### config.mk
export PLATFORM = sky130hd
export DESIGN_NAME = new_cache_control
export DESIGN_NICKNAME = d
export VERILOG_FILES = /design/src/rtl/new_cache_control_pkg.sv /design/src/rtl/new_cache_control_perf.sv /design/src/rtl/new_cache_control.sv
export SDC_FILE = /design/constraint.sdc
export NUM_CORES = 1
export LEC_CHECK = 0
export CORE_MARGIN = 5
export CORE_UTILIZATION = 27
export DETAILED_ROUTE_END_ITERATION = 8
export GPL_ROUTABILITY_DRIVEN = 0
export PLACE_DENSITY = 0.9
export SETUP_SLACK_MARGIN = 0.02
export SLEW_MARGIN = 20
export SYNTH_ARGS = -nofsm -noshare
export SYNTH_HDL_FRONTEND = slang
export SYNTH_SLANG_ARGS = --single-unit
### constraint.sdc
create_clock -name clk -period 2.4 [get_ports clk]
set_input_delay 0.48 -clock clk [delete_from_list [all_inputs] [get_ports clk]]
set_output_delay 0.48 -clock clk [all_outputs]
set_load 0.03 [all_outputs]
### src/rtl/new_cache_control_pkg.sv
// Shared types and widths for the L1 cache controller slice.
package new_cache_types;

   localparam int unsigned OFFSET_W = 5;
   localparam int unsigned ADDR_W   = 32;

   typedef enum logic [1:0] {
      CHECK,
      WRITEBACK,
      FILL
   } cache_state_t;

endpackage

### src/rtl/new_cache_control_perf.sv
// Hit/miss performance counters for the L1 cache controller.
// Instantiated by new_cache_control only when NEW_CACHE_PERF_EN is defined.
module new_cache_perf
   import new_cache_types::*;
(
   input  logic        clk,
   input  logic        rst,
   input  logic        in_check,
   input  logic        request,
   input  logic        hit,
   input  logic        mem_resp,
   output logic [31:0] hit_count,
   output logic [31:0] miss_count
);

   // High while the current request has not yet been seen in CHECK; the
   // hit that closes a miss is therefore not counted as a hit.
   logic first;
   logic miss_event;
   logic hit_event;

   // Classify the CHECK-state lookup for this cycle.
   always_comb begin
      miss_event = in_check && request && !hit;
      hit_event  = in_check && request && hit && first;
   end

   // Counters wrap naturally at 32 bits; first re-arms on every completion.
   always_ff @(posedge clk or negedge rst) begin
      if (!rst) begin
         hit_count  <= '0;
         miss_count <= '0;
         first      <= 1'b1;
      end else begin
         if (hit_event)
            hit_count <= hit_count + 32'd1;
         if (miss_event)
            miss_count <= miss_count + 32'd1;
         if (mem_resp)
            first <= 1'b1;
         else if (miss_event)
            first <= 1'b0;
      end
   end

endmodule

### src/rtl/new_cache_control.sv
// Controller FSM for the direct-mapped write-back L1 cache: hit/miss
// decision, writeback of dirty victims and line fill over the pmem port.
// Optional hit/miss counters are built when NEW_CACHE_PERF_EN is defined.
module new_cache_control
   import new_cache_types::*;
#(
   parameter int unsigned s_index = 3,
   parameter int unsigned s_tag   = 24
) (
   input  logic               clk,
   input  logic               rst,
   input  logic               mem_read,
   input  logic               mem_write,
   input  logic [ADDR_W-1:0]  mem_address,
   input  logic [s_tag-1:0]   tag_in,
   input  logic               valid_in,
   input  logic               dirty_in,
   input  logic               pmem_resp,
   output logic               mem_resp,
   output logic [s_index-1:0] array_rindex,
   output logic [s_index-1:0] array_windex,
   output logic               tag_load,
   output logic               valid_load,
   output logic               dirty_load,
   output logic               data_load,
   output logic               dirty_datain,
   output logic               data_src,
   output logic               pmem_read,
   output logic               pmem_write,
   output logic [ADDR_W-1:0]  pmem_address
`ifdef NEW_CACHE_PERF_EN
   ,
   output logic [31:0]        hit_count,
   output logic [31:0]        miss_count
`endif
);

   cache_state_t       state;
   logic [s_tag-1:0]   addr_tag;
   logic [s_index-1:0] index;
   logic               request;
   logic               hit;
   logic               unused_offset;

   // Address field split and lookup result from the arrays' read outputs.
   always_comb begin
      addr_tag      = mem_address[ADDR_W-1 -: s_tag];
      index         = mem_address[OFFSET_W +: s_index];
      unused_offset = ^mem_address[OFFSET_W-1:0];
      request       = mem_read || mem_write;
      hit           = valid_in && (tag_in == addr_tag);
   end

   // Next-state sequencing; a dropped request cannot abort a pmem transfer.
   always_ff @(posedge clk or negedge rst) begin
      if (!rst) begin
         state <= CHECK;
      end else begin
         case (state)
            CHECK: begin
               if (request && !hit)
                  state <= (valid_in && dirty_in) ? WRITEBACK : FILL;
            end
            WRITEBACK: begin
               if (pmem_resp)
                  state <= FILL;
            end
            FILL: begin
               if (pmem_resp)
                  state <= CHECK;
            end
            default: state <= CHECK;
         endcase
      end
   end

   // Array strobes and pmem handshake, combinational from state and inputs.
   // A write miss completes through the write-hit path after the fill.
   always_comb begin
      mem_resp     = 1'b0;
      array_rindex = index;
      array_windex = index;
      tag_load     = 1'b0;
      valid_load   = 1'b0;
      dirty_load   = 1'b0;
      data_load    = 1'b0;
      dirty_datain = 1'b0;
      data_src     = 1'b0;
      pmem_read    = 1'b0;
      pmem_write   = 1'b0;
      pmem_address = '0;
      case (state)
         CHECK: begin
            if (request && hit) begin
               mem_resp = 1'b1;
               if (mem_write) begin
                  data_load    = 1'b1;
                  data_src     = 1'b1;
                  dirty_load   = 1'b1;
                  dirty_datain = 1'b1;
               end
            end
         end
         WRITEBACK: begin
            pmem_write   = 1'b1;
            pmem_address = {tag_in, index, {OFFSET_W{1'b0}}};
         end
         FILL: begin
            pmem_read    = 1'b1;
            pmem_address = {addr_tag, index, {OFFSET_W{1'b0}}};
            if (pmem_resp) begin
               data_load    = 1'b1;
               data_src     = 1'b0;
               tag_load     = 1'b1;
               valid_load   = 1'b1;
               dirty_load   = 1'b1;
               dirty_datain = 1'b0;
            end
         end
         default: ;
      endcase
   end

`ifdef NEW_CACHE_PERF_EN
   logic in_check;

   // Lookup-state qualifier for the counters.
   always_comb in_check = (state == CHECK);

   new_cache_perf u_perf (
      .clk        (clk),
      .rst        (rst),
      .in_check   (in_check),
      .request    (request),
      .hit        (hit),
      .mem_resp   (mem_resp),
      .hit_count  (hit_count),
      .miss_count (miss_count)
   );
`endif

endmodule

Yosys cells after proc, flatten, opt, wreduce, memory -nomap -nowiden
Index checks and enable logic that the tools add are counted.
Operators by class
  magnitude comparators: 0
  reduce and logical (&&, ||, !) cells: 8
  $mul: 0
  shifts and indexed selects: 0
  bitwise logic cells: 0
  equal/unequal tests: 6
  div/mod/pow operators: 0
  mux-type cells: 16
  $add $sub $neg: 0
Operators by type and width (count)
  32-bit case mux with 2 select lines: 1
  24-bit == test: 1
  1-bit two-way mux: 9
  2-bit two-way mux: 4
  2-bit inequality test (second input constant): 3
  2-bit case mux with 3 select lines: 1
  1-bit logical AND: 4
  3-bit AND reduction: 1
  2-bit by 1-bit == test with 1-bit output (second input constant): 1
  2-bit == test (second input constant): 1
  2-bit logical NOT: 1
  1-bit case mux with 2 select lines: 1
  1-bit logical NOT: 1
  1-bit logical OR: 1
Word-level totals
  input bits: 63
  memories kept: 0
  bits in registers: 2
  output and inout port bits: 47
  latch bits: 0
  bits in writable memories: 0
  memory bits (read-only): 0

Depth between registers and ports, before layout
Gate-level depths: netlist of the first run.
  depth in word-level cells: 6
  gate-level depth with buffers: 8
  gate-level depth less buffers: 7

Worst setup path before layout of the first run
OpenSTA, ideal clock, no wires.
  path type: input to output
  start: input port tag_in[15]
  end: output port mem_resp
  required time: 1920 ps
  data arrival time: 2275 ps
  setup slack: -355 ps
  stages on the path: 4
  cell sequence: xnor2_1 -> nand4_1 -> or4_4 -> nor4_1
Between the ends
  cells in the longest elaborated chain, start to end: 5
Ends and longest elaborated chain
  start: declaration: RTL line new_cache_control.sv:15  | input logic [s_tag-1:0] tag_in,
  24-bit == test: RTL line new_cache_control.sv:51  | hit = valid_in && (tag_in == addr_tag);
  1-bit logical AND: RTL line new_cache_control.sv:51
  1-bit logical AND: RTL line new_cache_control.sv:94  | if (request && hit) begin
  1-bit two-way mux: RTL line new_cache_control.sv:94
  1-bit two-way mux: RTL line new_cache_control.sv:92  | case (state)
  end: declaration: RTL line new_cache_control.sv:19  | output logic mem_resp,
No other way between the ends.

Final worst setup path of the first run
  start: input port tag_in[10]
  end: output port dirty_load
Between the ends
  cells in the longest elaborated chain, start to end: 5
Ends and longest elaborated chain
  24-bit == test: RTL line new_cache_control.sv:51
  1-bit logical AND: RTL line new_cache_control.sv:51
  1-bit logical AND: RTL line new_cache_control.sv:94
  1-bit two-way mux: RTL line new_cache_control.sv:94
  1-bit case mux with 2 select lines: RTL line new_cache_control.sv:92
  end: declaration: RTL line new_cache_control.sv:24  | output logic dirty_load,
No other way between the ends.

==> metrics, run 1 <==
Final setup viols 0; fin. max-slew vios 0; placed insts about 270; max incr delay on CP between 400 and 500 ps; CP endpoint kind primary output; Synth Warn # 0; Synth Instances 130; WP buf/inv 2; vias per inst 4.69; drt drc 0; Synth Cell Area 950 sq um; total power ~0.0018 W; IO Port Bufs 99; vias in the first global route around 1300; total net switching power 0.000975 W; Pre-antenna DRT Iters 4; Rows 21; die area just under 5000 sq um; Crit Path Max Fanout 3; clk_lat worst skew 220 ps; unrepaired setup endpoints after global routing true; Wirelength per Cell roughly 14 um; register-to-register setup slack 360 ps; Synth async-reset ratio 1.00; Routed WL 3880 um; layout cells sized above 1 0.480; slowest stage cell on the critical path or4_4; Worst Setup Path Type primary input to primary output; CTS buffer count 3; CP arrival approximately 1900 ps; H-tree depth 1; first-pass GRT wire length roughly 5800 um; status finished clean; clock power share 0.041; Worst path top cell family by delay simple AND/OR/NAND/NOR gates; Inserted Diodes 0; Total GRT Usage 0.144; DR vias 1270; top cells by area, synth a22oi_1, nor2b_1, xnor2_1; FF-to-FF path depth 7; initial DRC count 42; final core utilization 0.610; prevailing post-synth register cell dfrtp_1; worst path cell trace clkdlybuf4s15_1 -> xnor2_2 -> nand3_2 -> or4_4 -> nor3_4 -> a21o_2 -> buf_6; combinational group share of total power 0.928; Leakage slightly above 0.9 nW; startpoint types primary input; largest register by flop count state; Synth top area share 0.190; CP required 1920 ps; min cycle time layout between 2000 and 2500 ps; die width around 69 um; largest net degree at the start of global routing 18; max_cap viols 0; sequential share of the synthesized area 0.0527; fmax between 400 and 500 MHz; CTS hold repair buffers 0; Detail Route Antenna Nets 0; maximum vdd drop around 0.00044 V; initial antenna violation count 0; Sink Count 2; Switching Share 0.529; die height 69.3 um; core area between 3000 and 4000 sq um; r2r startpoint state[0]$_DFFE_PN0P_; DP Area around 1900 sq um; Yosys reg bits 2; nets just under 300; most common cell after layout, fill and taps aside buf_4; clock transition at the registers of the reported paths 30 ps; Hold WC Path Type primary input to async pin; remaining global-route overflow 0; sequential power share 0.032; Initial Utilization 0.282; largest registers state: 2 flops; Longest Clk Path Bufs 2; CTS tree built; final std cells w/o fill 271; DP Wirelength 3170 um; design area approximately 2100 sq um; number of flip-flops under the largest register name 2; Distinct cells, synth 22; Clock Tree Root clkbuf_4; post-synth top area cell a22oi_1; # fillers around 320; Cell Pwr Density 899 nW/um^2; Final Skew just under 4 ps; r2r endpoint state[1]$_DFFE_PN0P_; EDFF count, synth 0; Pint about 0.00087 W; syn avg cell area approximately 7.3 sq um; Fin. Hold Viols 0; Area Overhead vs Synth 116%; IO Pins 110; most frequent cells in the layout buf_4, a22oi_1, clkdlybuf4s50_1; period utilization 0.998
metal layers:
layer	global-route usage	share of wire	up-vias
met5	0	0	-
met3	0.0609	0.12	2
met2	0.278	0.53	71
met1	0.142	0.35	568
li1	-	-	629
met4	0.0282	0.0054	0
what timing repair did:
action                                  4_1_cts  5_1_grt
pin swaps                                    26       18
gates resized for setup                     147       34
endpoints found under the setup margin        7        5
setup buffers                                 0        1
cell type report:
type | count | area, sq um | share of cell area
multi-input cells | 108 | 937 | 0.457
well taps | 46 | 57.6 | 0.0281
inverters | 2 | 7.51 | 0.00366
clock buffers | 3 | 22.5 | 0.0110
repair buffers | 110 | 976 | 0.476
flip-flops and latches | 2 | 50.0 | 0.0244
cells by family (layout without fill, tap and decap cells):
family / count (synthesis) / after routing / synth area share
and+or+nand+nor: 46 / 46 / 0.290
AOI/OAI and AO/OA: 28 / 28 / 0.221
xor gates and xnor gates: 24 / 24 / 0.221
buffers and inverters: 24 / 115 / 0.150
adders and majority gates: 3 / 3 / 0.0395
muxes: 2 / 2 / 0.0211
DFF: 2 / 2 / 0.0527
other: 1 / 5 / 0.00395
worst max path at each step:
stage / startpoint / endpoint / cells past startpoint
after global routing: tag_in[13] / mem_resp / 7
final: tag_in[10] / dirty_load / 7
after global placement: tag_in[11] / data_src / 7
after detailed placement: tag_in[11] / dirty_datain / 7
after floorplan: tag_in[15] / mem_resp / 4
after CTS: tag_in[3] / dirty_load / 7
Yosys cell counts (3+ instances only):
cell type,number
nor2b_1,25
a22oi_1,24
xnor2_1,16
buf_4,14
clkbuf_1,8
xor2_1,8
and2_1,5
ha_1,3
nand3_1,3
nand4_1,3
nor2_1,3
nor4_1,3
per-stage QoR:
stage	hold slack, ps	worst slack (ps)	setup TNS (ps)
after floorplan	184	-28.6	-28.6
after global placement	585	-566	-3090
after detailed placement	586	-600	-3390
after CTS	412	20.1	0
after global routing	408	-64.0	-282
final	416	4.54	0
power groups by stage:
stage / Combinational, W / Clock [W] / Sequential [W]
floorplan: 0.00107 / 0 / 0.0000549
global placement: 0.00164 / 0 / 0.0000563
detailed placement: 0.00167 / 0 / 0.0000565
CTS: 0.00167 / 0.0000774 / 0.0000585
global route: 0.00183 / 0.0000829 / 0.0000598
finish: 0.00171 / 0.0000748 / 0.0000584
Note: power is estimated with default switching activity, not from simulation.
==> run 2: changes to the inputs <==
==> constraint.sdc (replaced) <==
create_clock -name clk -period 2.35 [get_ports clk]
set_input_delay 0.47 -clock clk [delete_from_list [all_inputs] [get_ports clk]]
set_output_delay 0.47 -clock clk [all_outputs]
set_load 0.03 [all_outputs]
==> run 2 against run 1 <==
The flow now finishes with violations (negative setup slack). Sequential share of layout area about the same. Clock skew decreased by 1.5 ps. Register-to-register slack got worse by 50 ps. Count of clock-buffer cells in the layout unchanged. Non-clock buffer count increased by 4. Routed wire length decreased by 1.2%. Final cell count increased by 1.5%. Critical path depth unchanged. Global-route usage increased by 0.30 points. Highest routed layer unchanged.
==> metrics, run 2 (synthesis results as in run 1) <==
core area between 3000 and 4000 sq um; first-pass GRT wire length between 5000 and 6000 um; crit path from mem_address[19]; worst setup margin -141 ps; CP arrival 2020 ps; min cycle time layout 2490 ps; layout cells sized above 1 0.507; Final Skew approximately 2.4 ps; Final setup viols 5; Rows 21; Pint 0.000943 W; period utilization 1.06; Hold WC Path Type primary input to async pin; Longest Clk Path Bufs 2; remaining global-route overflow 0; clk_lat worst skew approximately 230 ps; Cell Pwr Density 976 nW/um^2; most common cell after layout, fill and taps aside buf_4; CP endpoint kind primary output; Clock Tree Root clkbuf_4; die height between 60 and 70 um; nets 297; FF-to-FF path depth 8; Worst Setup Path Type primary input to primary output; Sink Count 2; Switching Share 0.519; max_cap viols 0; Area Overhead vs Synth 112%; largest registers state: 2 flops; vias per inst between 4 and 5; register-to-register setup slack slightly above 300 ps; Routed WL around 3800 um; die area slightly below 5000 sq um; Leakage approximately 0.92 nW; CTS hold repair buffers 0; CP required 1880 ps; Crit Path Max Fanout 2; IO Port Bufs about 100; number of flip-flops under the largest register name 2; DP Wirelength between 3000 and 4000 um; CTS buffer count 3; fmax 401 MHz; clock transition at the registers of the reported paths about 30 ps; die width 69.3 um; combinational group share of total power 0.928; Pre-antenna DRT Iters 2; H-tree depth 1; startpoint types primary input; drt drc 0; Total GRT Usage 0.147; vias in the first global route around 1300; Detail Route Antenna Nets 0; initial DRC count 22; largest register by flop count state; failing checks negative setup slack; r2r endpoint state[1]$_DFFE_PN0P_; status finished, violations left; crit path capture mem_resp; clock power share 0.041; Inserted Diodes 0; maximum vdd drop roughly 0.00057 V; IO Pins 110; placed insts between 200 and 300; largest net degree at the start of global routing 28; CTS tree built; sequential power share 0.030; r2r startpoint state[0]$_DFFE_PN0P_; initial antenna violation count 0; DR vias approximately 1300; Fin. Hold Viols 0; final std cells w/o fill around 280; fin. max-slew vios 0; Fin Hold WS roughly 400 ps; unrepaired setup endpoints after global routing true; Initial Utilization 0.282; total net switching power 0.00102 W; Wirelength per Cell ~14 um; most frequent cells in the layout buf_4, a22oi_1, clkdlybuf4s50_1
-- run 2: power by group through the flow --
stage | combinational [W] | clock (W) | sequential, W
floorplan | 0.00113 | 0 | 0.0000561
global placement | 0.00173 | 0 | 0.0000572
detailed placement | 0.00175 | 0 | 0.0000577
CTS | 0.00181 | 0.0000855 | 0.0000588
global route | 0.00193 | 0.0000908 | 0.0000601
finish | 0.00182 | 0.0000812 | 0.0000592
-- run 2: repair_timing --
action | CTS | global route
pin swaps | 22 | 16
gates resized for setup | 99 | 45
buffers inserted | 5 | 1
endpoints found under the setup margin | 7 | 6
-- run 2: stage by stage --
step,TNS (ps),util,total power (W),area (sq um),setup WS (ps)
CTS,-379,0.596,0.00196,2000,-131
global route,-928,0.598,0.00208,2010,-213
finish,-457,0.598,0.00196,2010,-141
floorplan,-91.8,-,0.00119,1030,-58.6
global placement,-3290,0.578,0.00179,1940,-571
detailed placement,-3450,0.578,0.00181,1940,-596
-- run 2: metal layers --
layer  vias up  routed length (um)  GRT usage
met2        66                1970      0.288
li1        638                   -          -
met4         0                   8     0.0260
met5         -                   0          0
met1       589                1430      0.141
met3         2                 429     0.0638
-- run 2: worst min-delay path by stage --
stage	slack (ps)	from	cells after the start	end
floorplan	170	rst	0	state[0]$_DFFE_PN0P_
global placement	580	state[0]$_DFFE_PN0P_	2	state[0]$_DFFE_PN0P_
detailed placement	590	state[1]$_DFFE_PN0P_	2	state[1]$_DFFE_PN0P_
CTS	390	rst	1	state[1]$_DFFE_PN0P_
global route	400	rst	1	state[0]$_DFFE_PN0P_
finish	400	rst	1	state[1]$_DFFE_PN0P_
-- run 2: final cells by class --
type	instances	area, sq um
Sequential cell	2	50.0
Multi-Input combinational cell	108	916
Inverter	2	7.51
Fill cell	328	1350
Tap cell	46	57.6
Timing Repair Buffer	114	957
Clock buffer	3	22.5
-- run 2: worst max-delay path, cell delays in order --
cell     delay, ps
buf_8          100
xnor2_2        140
nand4_1        140
or4_4          590
buf_6          150
nor4_4         270
buf_6          170
==> run 3: changes to the inputs <==
--- a/config.mk
+++ b/config.mk
@@ -5,10 +5,11 @@
 export SDC_FILE = /design/constraint.sdc
 export NUM_CORES = 1
 export LEC_CHECK = 0
+export CORE_ASPECT_RATIO = 0.9
 export CORE_MARGIN = 5
 export CORE_UTILIZATION = 27
+export CTS_CLUSTER_SIZE = 8
 export DETAILED_ROUTE_END_ITERATION = 8
-export GPL_ROUTABILITY_DRIVEN = 0
 export PLACE_DENSITY = 0.9
 export SETUP_SLACK_MARGIN = 0.02
 export SLEW_MARGIN = 20
==> run 3 against run 2 <==
The run still ends with negative setup slack left. Register-to-register slack lost 100 ps. Sequential power increased by 4.9%. Global-route usage grew 1.5 points. Sequential share of layout area decreased by 0.057 points. Core utilization grew 1.1 points. Clock skew is 1.2 ps higher. Routed wire length grew 7.6%. Via count grew 3.9%. Largest power group unchanged.
==> metrics, run 3 (synthesis results as in run 1) <==
Final Skew between 3 and 4 ps; layout cells sized above 1 0.511; vias in the first global route 1332; Longest Clk Path Bufs 2; CP arrival between 1500 and 2000 ps; # fillers ~310; vias per inst 4.89; Worst Setup Path Type register to primary output; unrepaired setup endpoints after global routing true; initial antenna violation count 0; fmax 407 MHz; Hold WC Path Type primary input to async pin; CTS tree built; initial DRC count 19; period utilization 1.05; drt drc 0; Cell Pwr Density roughly 980 nW/um^2; multi-input combinational cell area about 940 sq um; core area about 3400 sq um; most common cell after layout, fill and taps aside buf_4; startpoint types register; Rows 20; clock transition at the registers of the reported paths 30 ps; Initial Utilization 0.281; status finished, violations left; Wirelength per Cell around 15 um; CTS buffer count 3; design area 2060 sq um; maximum vdd drop 0.000523 V; IO Port Bufs approximately 100; DP Area approximately 1900 sq um; most frequent cells in the layout buf_4, a22oi_1, clkdlybuf4s50_1; fin. max-slew vios 0; Inserted Diodes 0; Pre-antenna DRT Iters 4; CP endpoint kind primary output; DR vias 1345; Leakage slightly above 0.9 nW; failing checks negative setup slack; largest registers state: 2 flops; Crit Path Max Fanout 3; remaining global-route overflow 0; Total GRT Usage 0.162; worst setup margin -109 ps; Routed WL between 4000 and 5000 um; max_cap viols 0; Area Overhead vs Synth 117%; CP required ~1900 ps; Fin Hold WS roughly 440 ps; largest net degree at the start of global routing 16; number of flip-flops under the largest register name 2; register area ~50 sq um; clk_lat worst skew 210 ps; Detail Route Antenna Nets 0; die width slightly above 70 um; nets around 300; Sink Count 2; die area 4810 sq um; IO Pins 110; min cycle time layout between 2000 and 2500 ps; Fin. Hold Viols 0; largest register by flop count state; Final setup viols 5; H-tree depth 1; Final GP Congestion between 0.7 and 0.8; DP Wirelength 3210 um; Clock Tree Root clkbuf_8; first-pass GRT wire length 6220 um; die height around 66 um
run 3: cell count changes in the layout (fill, tap and decap cells not counted), moves of 4 or more:
cell	change
buf_2	+5
buf_6	-4
clkbuf_2	-5
clkdlybuf4s15_1	+15
clkdlybuf4s15_2	+4
dlygate4sd2_1	-12
run 3: cell type report:
| cell class | instances | area share |
|---|---|---|
| tap | 44 | 0.0267 |
| inverter | 2 | 0.00365 |
| multi-input combinational | 108 | 0.457 |
| timing repair buffer | 116 | 0.469 |
| sequential | 2 | 0.0243 |
| clock buffer | 3 | 0.0201 |
run 3: final timing paths:
kind / startpoint / end / slack (ps) / cells past startpoint
hold reg to reg: state[0]$_DFFE_PN0P_ / state[0]$_DFFE_PN0P_ / 740 / 3
hold / removal: rst / state[0]$_DFFE_PN0P_ / 440 / 1
setup / recovery: state[0]$_DFFE_PN0P_ / dirty_load / -110 / 7
min in group clk: state[0]$_DFFE_PN0P_ / state[0]$_DFFE_PN0P_ / 740 / 3
setup reg to reg: state[0]$_DFFE_PN0P_ / state[0]$_DFFE_PN0P_ / 210 / 7
max in group asynchronous: rst / state[1]$_DFFE_PN0P_ / 1770 / 1
run 3: repair_timing:
item	CTS	global route
pin swaps	29	6
hold endpoints to repair	0	0
setup buffers	3	0
gates cloned	0	1
setup endpoints to repair	7	8
gates resized for setup	130	15
hold buffers	0	0
run 3: stage by stage:
stage	utilization	TNS, ps	power, W	setup WS (ps)	std cells
after CTS	0.606	-320	0.00201	-77.6	274
after global placement	0.576	-3330	0.00176	-592	268
after detailed placement	0.576	-3740	0.00179	-658	268
after global routing	0.609	-727	0.00216	-168	275
after floorplan	-	-91.8	0.00119	-58.6	134
final	0.609	-482	0.00202	-109	275
run 3: where the power goes:
group	total, W	internal, W	switching [W]
registers	0.0000621	0.0000496	0.0000125
clock network	0.000141	0.000109	0.0000320
logic	0.00182	0.000823	0.000994
run 3: metal layers:
layer | track usage | routed length, um | vias to the layer above
met5 | 0 | 0 | -
met1 | 0.176 | 1500 | 613
met3 | 0.0502 | 481 | 9
li1 | - | - | 642
met2 | 0.301 | 2080 | 81
met4 | 0.0438 | 62 | 0
run 3: worst max-delay path, cell delays in order (launching register included):
cell     delay [ps]
dfrtp_1         400
inv_2            90
ha_4            140
nand3_2          70
or4_4           590
nor3_4          160
a21o_2          190
buf_6           130
